<file path="config.mk">
export PLATFORM = sky130hd
export DESIGN_NAME = ru_mem_ctrl_flat
export DESIGN_NICKNAME = d
export VERILOG_FILES = /design/src/rtl/ru_mem_ctrl_pkg.sv /design/src/rtl/ru_mem_ctrl_if.sv /design/src/rtl/ru_mem_ctrl_lane_align.sv /design/src/rtl/ru_mem_ctrl.sv /design/src/flat_wrapper.sv
export SDC_FILE = /design/constraint.sdc
export NUM_CORES = 1
export LEC_CHECK = 0
export CORE_MARGIN = 5
export CORE_UTILIZATION = 44
export DETAILED_ROUTE_END_ITERATION = 8
export PLACE_DENSITY = 0.9
export SYNTH_ARGS = -nofsm -noshare
export SYNTH_HDL_FRONTEND = slang
export SYNTH_SLANG_ARGS = --single-unit
</file>
<file path="constraint.sdc">
create_clock -name clk -period 3.9 [get_ports clk]
set_input_delay 0.78 -clock clk [delete_from_list [all_inputs] [get_ports clk]]
set_output_delay 0.78 -clock clk [all_outputs]
set_load 0.01 [all_outputs]
</file>
<file path="src/rtl/ru_mem_ctrl_pkg.sv">
// Shared types for the data-memory controller: access sizes, FSM states and
// the size/alignment decode used by both the controller and the lane aligner.
package ru_mem_pkg;

    typedef enum logic [1:0] {
        SZ_BYTE = 2'b00,
        SZ_HALF = 2'b01,
        SZ_WORD = 2'b10
    } mem_size_t;

    typedef enum logic [1:0] {
        IDLE,
        RD,
        RMW_RD,
        DONE
    } mem_state_t;

    // The unused 2'b11 encoding behaves as a full word.
    function automatic mem_size_t decode_size(input logic [1:0] raw);
        case (raw)
            2'b00:   return SZ_BYTE;
            2'b01:   return SZ_HALF;
            default: return SZ_WORD;
        endcase
    endfunction

    function automatic logic is_misaligned(input mem_size_t sz, input logic [1:0] lo);
        case (sz)
            SZ_HALF: return lo[0];
            SZ_WORD: return (lo != 2'b00);
            default: return 1'b0;
        endcase
    endfunction

endpackage

</file>
<file path="src/rtl/ru_mem_ctrl_if.sv">
// Bundle between the core load/store stage, the controller and the word RAM.
// The core/RAM side uses the master modport, the controller uses slave.
interface ru_mem_ctrl_if #(
    parameter int ADDR_WIDTH = 12,
    parameter int DATA_WIDTH = 32
);
    logic                  req_read;
    logic                  req_write;
    logic [31:0]           req_addr;
    logic [1:0]            req_size;
    logic                  req_unsigned;
    logic [DATA_WIDTH-1:0] req_wdata;
    logic                  busy;
    logic                  ack;
    logic [DATA_WIDTH-1:0] rdata;
    logic                  misaligned;
    logic [ADDR_WIDTH-1:0] ram_addr;
    logic [DATA_WIDTH-1:0] ram_din;
    logic                  ram_write_en;
    logic [DATA_WIDTH-1:0] ram_dout;

    modport master (
        output req_read, req_write, req_addr, req_size, req_unsigned, req_wdata, ram_dout,
        input  busy, ack, rdata, misaligned, ram_addr, ram_din, ram_write_en
    );

    modport slave (
        input  req_read, req_write, req_addr, req_size, req_unsigned, req_wdata, ram_dout,
        output busy, ack, rdata, misaligned, ram_addr, ram_din, ram_write_en
    );
endinterface

</file>
<file path="src/rtl/ru_mem_ctrl_lane_align.sv">
// Combinational lane handling: extracts and extends a load from a RAM word,
// and merges sub-word store data into the RAM word for read-modify-write.
module ru_lane_align
    import ru_mem_pkg::*;
(
    input  logic [31:0] word_i,
    input  logic [1:0]  lane_i,
    input  mem_size_t   size_i,
    input  logic        unsigned_i,
    input  logic [15:0] wdata_i,
    output logic [31:0] load_o,
    output logic [31:0] merge_o
);

    logic [7:0]  byte_v;
    logic [15:0] half_v;

    always_comb begin
        byte_v  = word_i[{lane_i, 3'b000} +: 8];
        half_v  = lane_i[1] ? word_i[31:16] : word_i[15:0];
        load_o  = word_i;
        merge_o = word_i;
        case (size_i)
            SZ_BYTE: begin
                load_o = unsigned_i ? {24'd0, byte_v} : {{24{byte_v[7]}}, byte_v};
                merge_o[{lane_i, 3'b000} +: 8] = wdata_i[7:0];
            end
            SZ_HALF: begin
                load_o = unsigned_i ? {16'd0, half_v} : {{16{half_v[15]}}, half_v};
                if (lane_i[1]) merge_o[31:16] = wdata_i;
                else           merge_o[15:0]  = wdata_i;
            end
            default: begin
                load_o  = word_i;
                merge_o = word_i;
            end
        endcase
    end

endmodule

</file>
<file path="src/rtl/ru_mem_ctrl.sv">
// Data-memory request controller: turns core load/store requests into word
// accesses on a RAM with one-cycle registered read, stalling the core meanwhile.
module ru_mem_ctrl
    import ru_mem_pkg::*;
#(
    parameter int ADDR_WIDTH = 12,
    parameter int DATA_WIDTH = 32
) (
    input  logic          clk,
    input  logic          rst,
    ru_mem_ctrl_if.slave  bus_if
);

    mem_state_t            state_q;
    logic [ADDR_WIDTH+1:0] addr_q;
    mem_size_t             size_q;
    logic                  uns_q;
    logic [15:0]           wdata_q;
    logic [DATA_WIDTH-1:0] rdata_q;

    logic      idle;
    logic      req_any;
    logic      req_mis;
    logic      accept;
    mem_size_t req_size_dec;
    logic [31:0] load_word;
    logic [31:0] merge_word;
    logic      unused_addr_bits;

    assign unused_addr_bits = ^{bus_if.req_addr[31:ADDR_WIDTH+2], bus_if.req_wdata[31:16]};

    assign idle         = (state_q == IDLE);
    assign req_any      = bus_if.req_read | bus_if.req_write;
    assign req_size_dec = decode_size(bus_if.req_size);
    assign req_mis      = is_misaligned(req_size_dec, bus_if.req_addr[1:0]);
    assign accept       = idle & req_any & ~req_mis;

    ru_lane_align u_lane_align (
        .word_i     (bus_if.ram_dout),
        .lane_i     (addr_q[1:0]),
        .size_i     (size_q),
        .unsigned_i (uns_q),
        .wdata_i    (wdata_q),
        .load_o     (load_word),
        .merge_o    (merge_word)
    );

    always_ff @(posedge clk or posedge rst) begin
        if (rst) begin
            state_q <= IDLE;
            addr_q  <= '0;
            size_q  <= SZ_WORD;
            uns_q   <= 1'b0;
            wdata_q <= '0;
            rdata_q <= '0;
        end else begin
            case (state_q)
                IDLE: begin
                    if (accept) begin
                        addr_q  <= bus_if.req_addr[ADDR_WIDTH+1:0];
                        size_q  <= req_size_dec;
                        uns_q   <= bus_if.req_unsigned;
                        wdata_q <= bus_if.req_wdata[15:0];
                        // A simultaneous read and write is treated as a read only.
                        if (bus_if.req_read)            state_q <= RD;
                        else if (req_size_dec == SZ_WORD) state_q <= DONE;
                        else                            state_q <= RMW_RD;
                    end
                end
                RD: begin
                    rdata_q <= load_word;
                    state_q <= DONE;
                end
                RMW_RD:  state_q <= DONE;
                default: state_q <= IDLE;
            endcase
        end
    end

    // Reset gates every strobe so an aborted RMW never reaches the RAM.
    assign bus_if.busy         = ~rst & (accept | (state_q == RD) | (state_q == RMW_RD));
    assign bus_if.misaligned   = ~rst & idle & req_any & req_mis;
    assign bus_if.ack          = ~rst & ((state_q == DONE) | (idle & req_any & req_mis));
    assign bus_if.ram_write_en = ~rst & ((accept & ~bus_if.req_read & (req_size_dec == SZ_WORD))
                                         | (state_q == RMW_RD));
    assign bus_if.ram_din      = (state_q == RMW_RD) ? merge_word : bus_if.req_wdata;
    assign bus_if.ram_addr     = rst  ? '0 :
                                 idle ? bus_if.req_addr[ADDR_WIDTH+1:2] : addr_q[ADDR_WIDTH+1:2];
    assign bus_if.rdata        = rdata_q;

endmodule

</file>
<file path="src/flat_wrapper.sv">
// flat-port wrapper written by rule: the top's interface ports become plain ports
module ru_mem_ctrl_flat import ru_mem_pkg::*;
#(
    parameter int ADDR_WIDTH = 12,
    parameter int DATA_WIDTH = 32
)
  (clk, rst, bus_if_req_read, bus_if_req_write, bus_if_req_addr, bus_if_req_size, bus_if_req_unsigned, bus_if_req_wdata, bus_if_ram_dout, bus_if_busy, bus_if_ack, bus_if_rdata, bus_if_misaligned, bus_if_ram_addr, bus_if_ram_din, bus_if_ram_write_en);
  ru_mem_ctrl_if #(.ADDR_WIDTH(ADDR_WIDTH), .DATA_WIDTH(DATA_WIDTH)) bus_if_i ();
  input  logic clk;
  input  logic rst;
  input wire logic [$bits(bus_if_i.req_read)-1:0] bus_if_req_read;
  input wire logic [$bits(bus_if_i.req_write)-1:0] bus_if_req_write;
  input wire logic [$bits(bus_if_i.req_addr)-1:0] bus_if_req_addr;
  input wire logic [$bits(bus_if_i.req_size)-1:0] bus_if_req_size;
  input wire logic [$bits(bus_if_i.req_unsigned)-1:0] bus_if_req_unsigned;
  input wire logic [$bits(bus_if_i.req_wdata)-1:0] bus_if_req_wdata;
  input wire logic [$bits(bus_if_i.ram_dout)-1:0] bus_if_ram_dout;
  output wire logic [$bits(bus_if_i.busy)-1:0] bus_if_busy;
  output wire logic [$bits(bus_if_i.ack)-1:0] bus_if_ack;
  output wire logic [$bits(bus_if_i.rdata)-1:0] bus_if_rdata;
  output wire logic [$bits(bus_if_i.misaligned)-1:0] bus_if_misaligned;
  output wire logic [$bits(bus_if_i.ram_addr)-1:0] bus_if_ram_addr;
  output wire logic [$bits(bus_if_i.ram_din)-1:0] bus_if_ram_din;
  output wire logic [$bits(bus_if_i.ram_write_en)-1:0] bus_if_ram_write_en;
  assign bus_if_i.req_read = bus_if_req_read;
  assign bus_if_i.req_write = bus_if_req_write;
  assign bus_if_i.req_addr = bus_if_req_addr;
  assign bus_if_i.req_size = bus_if_req_size;
  assign bus_if_i.req_unsigned = bus_if_req_unsigned;
  assign bus_if_i.req_wdata = bus_if_req_wdata;
  assign bus_if_i.ram_dout = bus_if_ram_dout;
  assign bus_if_busy = bus_if_i.busy;
  assign bus_if_ack = bus_if_i.ack;
  assign bus_if_rdata = bus_if_i.rdata;
  assign bus_if_misaligned = bus_if_i.misaligned;
  assign bus_if_ram_addr = bus_if_i.ram_addr;
  assign bus_if_ram_din = bus_if_i.ram_din;
  assign bus_if_ram_write_en = bus_if_i.ram_write_en;
  ru_mem_ctrl #(.ADDR_WIDTH(ADDR_WIDTH), .DATA_WIDTH(DATA_WIDTH)) u_core (.clk(clk), .rst(rst), .bus_if(bus_if_i));
endmodule
</file>
==> out/qor.txt <==
Drt wl/cell - 21.0 um
DIE WIDTH - 111 um
Hold Slack - 0.514 ns
Die H - 111 um
GRT Residual Overflow - 0
Vias in the first global route - 4,812
Area share of the largest cell type after synthesis - 0.368
CP Capture Point - bus_if_ram_din[16]
Synthesized area per cell - 9.25 sq um
Syn nets - 598
1st-iter DRT viols - 339
R2R Setup Slk - 1.37 ns
Cells taking the most area after synthesis - dfrtp_1 (37%), mux2_2 (9.0%), a221o_1 (6.9%)
Via density - 6.07
Final Worst Setup Slack - 0.187 ns
Total core area - 9860 sq um
Num ports - 183
Final number of setup-violating endpoints - 0
RR Endpoint - u_core.bus_if.rdata[9]
RSZ-0062 raised after global routing - false
Max Cap Violations - 0
Power density over cell area - 809 nW/um^2
Total net switching power - 2.20 mW
Commonest cells post-synth - dfrtp_1 (66), nor2_1 (56), mux2_2 (36), a221o_1 (31), nand2_1 (30)
CP max-delay cell - clkdlybuf4s50_1
Seq/Total Area, Yosys - 0.374
Netlist cell types - 53
CTS buffer count - 9
Final estimated routing congestion in global placement - 0.927
N_diodes - 0
Worst vdd ir - 0.402 mV
Final hold violations - 0
Clock H-tree levels - 3
CP max FO - 10
Pre-CTS setup slack - 0.379 ns
Reg2Reg Depth - 6
RR Startpoint - u_core.state_q[1]
Crit-path cells - inv_1, ha_1, or2_2, o32ai_1, nand2_1, a31oi_1, clkdlybuf4s50_1
Tot GR Track Use - 0.257
Yosys top cell by area - dfrtp_1
Final worst path period share - 0.952
Fin nets - 746
Hold Startpoint - u_core.addr_q[13]
Post-synth EDFFs - 0
Power, Total - 5.21 mW
Largest net degree at the start of global routing - 68
First-pass GRT wire length - 25.6 mm
Lkg Pwr - 2.67 nW
Final wirelength - 16.2 mm
Synth Area in Adders - 0.0279
Compound-Gate Fraction of Synth Area - 0.253
CP required - 3.12 ns
Design area - 6440 sq um
Internal power - 3.01 mW
CTS Sinks - 67
Later-pin clock latency in the skew report - 0.35 ns
Simple-Gate Fraction of Synth Area - 0.161
Largest family of logic cells by synthesized area - compound AO/OA/AOI/OAI gates
Initial antenna violation count - 0
Dominant synthesized flop cell - dfrtp_1
Seq cells post-synth - 67
Fraction of registers with async set/reset - 1.00
Crit. Startpoint - u_core.addr_q[0]
Max clock buf depth - 2
Seq pwr share - 0.272
Row count - 36
Clock network fraction of design power - 0.128
Multiplexer share of the synthesized area - 0.122
Gate Count Post-Synth - 485
CP Capture Type - output port
Share of cells above drive strength 1 - 0.129
Xor/xnor cell area share of the yosys netlist - 0
Startpoint Class - flip-flop
PortBufs - 164
HP Class - flip-flop to flip-flop
Setup Fix Bufs, Post-CTS - 0
Post-layout min period - 3.71 ns
Setup TNS - 0 ns
Area grow syn2layout - 43.6%
Crit Path Class - flip-flop to output port
Antenna Violating Nets Remaining - 0
First-pass detailed-route iteration total - 6
Number of remaining DRC errors - 0
Root Driver - clkbuf_8
Yosys warns - 0
Rel. slew slack - 0.430
Area after DPL - 6220 sq um
Clock Skew - 0.0115 ns
Netlist area before placement - 4490 sq um
Least-Margin Pin Slew - 0.855 ns
HPWL Detailed - 12.4 mm
Critical Path AT - 2.93 ns
Logic pwr share - 0.600
Vias - 4,677
Status - complete, no violations
Sw Ratio - 0.423
Count leader, synth - dfrtp_1
Starting Density - 0.455
Crit path largest cell delay - 0.58 ns
Worst-path clk slew - 0.07 ns
Die area - 12,300 sq um
Pins Over Slew Limit - 0
CTS tree - yes
Peak Freq - 269 MHz
-- logic make-up (layout without fill, tap and decap cells) --
family,count (synthesis),after routing
AND/OR/NAND/NOR,141,141
multiplexers,50,50
flip-flops,67,67
AO/OA/AOI/OAI,151,151
adder cells (fa/ha/maj),10,10
buffers and inverters,66,219
-- metrics by stage --
step                instances  utilization
floorplan                 485            -
global placement          755        0.630
detailed placement        755        0.630
CTS                       771        0.653
global route              771        0.653
finish                    771        0.653
-- what timing repair did --
action | in CTS | in global routing
resized for setup | 0 | 1
hold buffers | 0 | 0
setup endpoints to repair | 0 | 3
-- sequential cells by signal, summed over array words and instances (netlist names) --
name                 cells
u_core.state_q           2
u_core.wdata_q          16
u_core.size_q            2
u_core.addr_q           14
u_core.uns_q             1
u_core.bus_if.rdata     32
-- area by class of cell --
type	instances	area, sq um
clock buffers	10	138
clock inverters	6	88.8
fillers	773	3420
inverters	25	93.8
multi-input cells	352	2530
flip-flops and latches	67	1680
well taps	133	166
repair buffers	178	1750
-- per-layer routing --
metal  global-route usage  vias to the layer above  part of all wire
met5                    0                        -                 0
met4               0.0829                        0             0.025
met3               0.0699                       36             0.096
met2                0.426                      284              0.47
met1                0.324                     2258              0.41
li1                     -                     2099                 -
-- worst min path at each step --
stage	endpoint	slack, ns	cells after the start
floorplan	u_core.addr_q[13]	0.48	1
detailed placement	u_core.addr_q[10]	0.50	1
global route	u_core.bus_if.rdata[29]	0.53	1
finish	u_core.addr_q[13]	0.51	1
global placement	u_core.addr_q[10]	0.49	1
CTS	u_core.addr_q[10]	0.51	1
-- power by group through the flow --
stage	sequential [mW]	clock (mW)	combinational, mW
after floorplan	1.33	0	1.84
after global placement	1.39	0	3.03
after detailed placement	1.41	0	3.11
after CTS	1.40	0.676	3.13
after global routing	1.45	0.706	3.38
final	1.42	0.669	3.13
-- worst max-delay path, delay by kind of cell (launching register included) --
family                     cells  cell delay [ns]
AOI/OAI and AO/OA              2             0.59
and+or+nand+nor                2             0.52
DFF                            1             0.46
buffers and inverters          2             0.71
adders and majority gates      1             0.29
-- placed cells by master (no fill, tap or decap), types with 10 or more instances in the layout --
| cell type | Yosys | final |
|---|---|---|
| clkdlybuf4s50_1 | 0 | 164 |
| clkbuf_8 | 0 | 10 |
| nor2b_1 | 14 | 14 |
| a22oi_1 | 13 | 13 |
| mux2i_1 | 14 | 14 |
| dfrtp_1 | 66 | 65 |
| inv_1 | 24 | 23 |
| a21o_1 | 14 | 14 |
| mux2_2 | 36 | 36 |
| a21oi_1 | 18 | 18 |
| a31oi_1 | 25 | 25 |
| nor2_1 | 56 | 56 |
| a32oi_1 | 10 | 10 |
| nand2_1 | 30 | 30 |
| buf_4 | 2 | 14 |
| a221o_1 | 31 | 31 |
| o21ai_0 | 13 | 13 |
(Power assumes the default switching activity.)
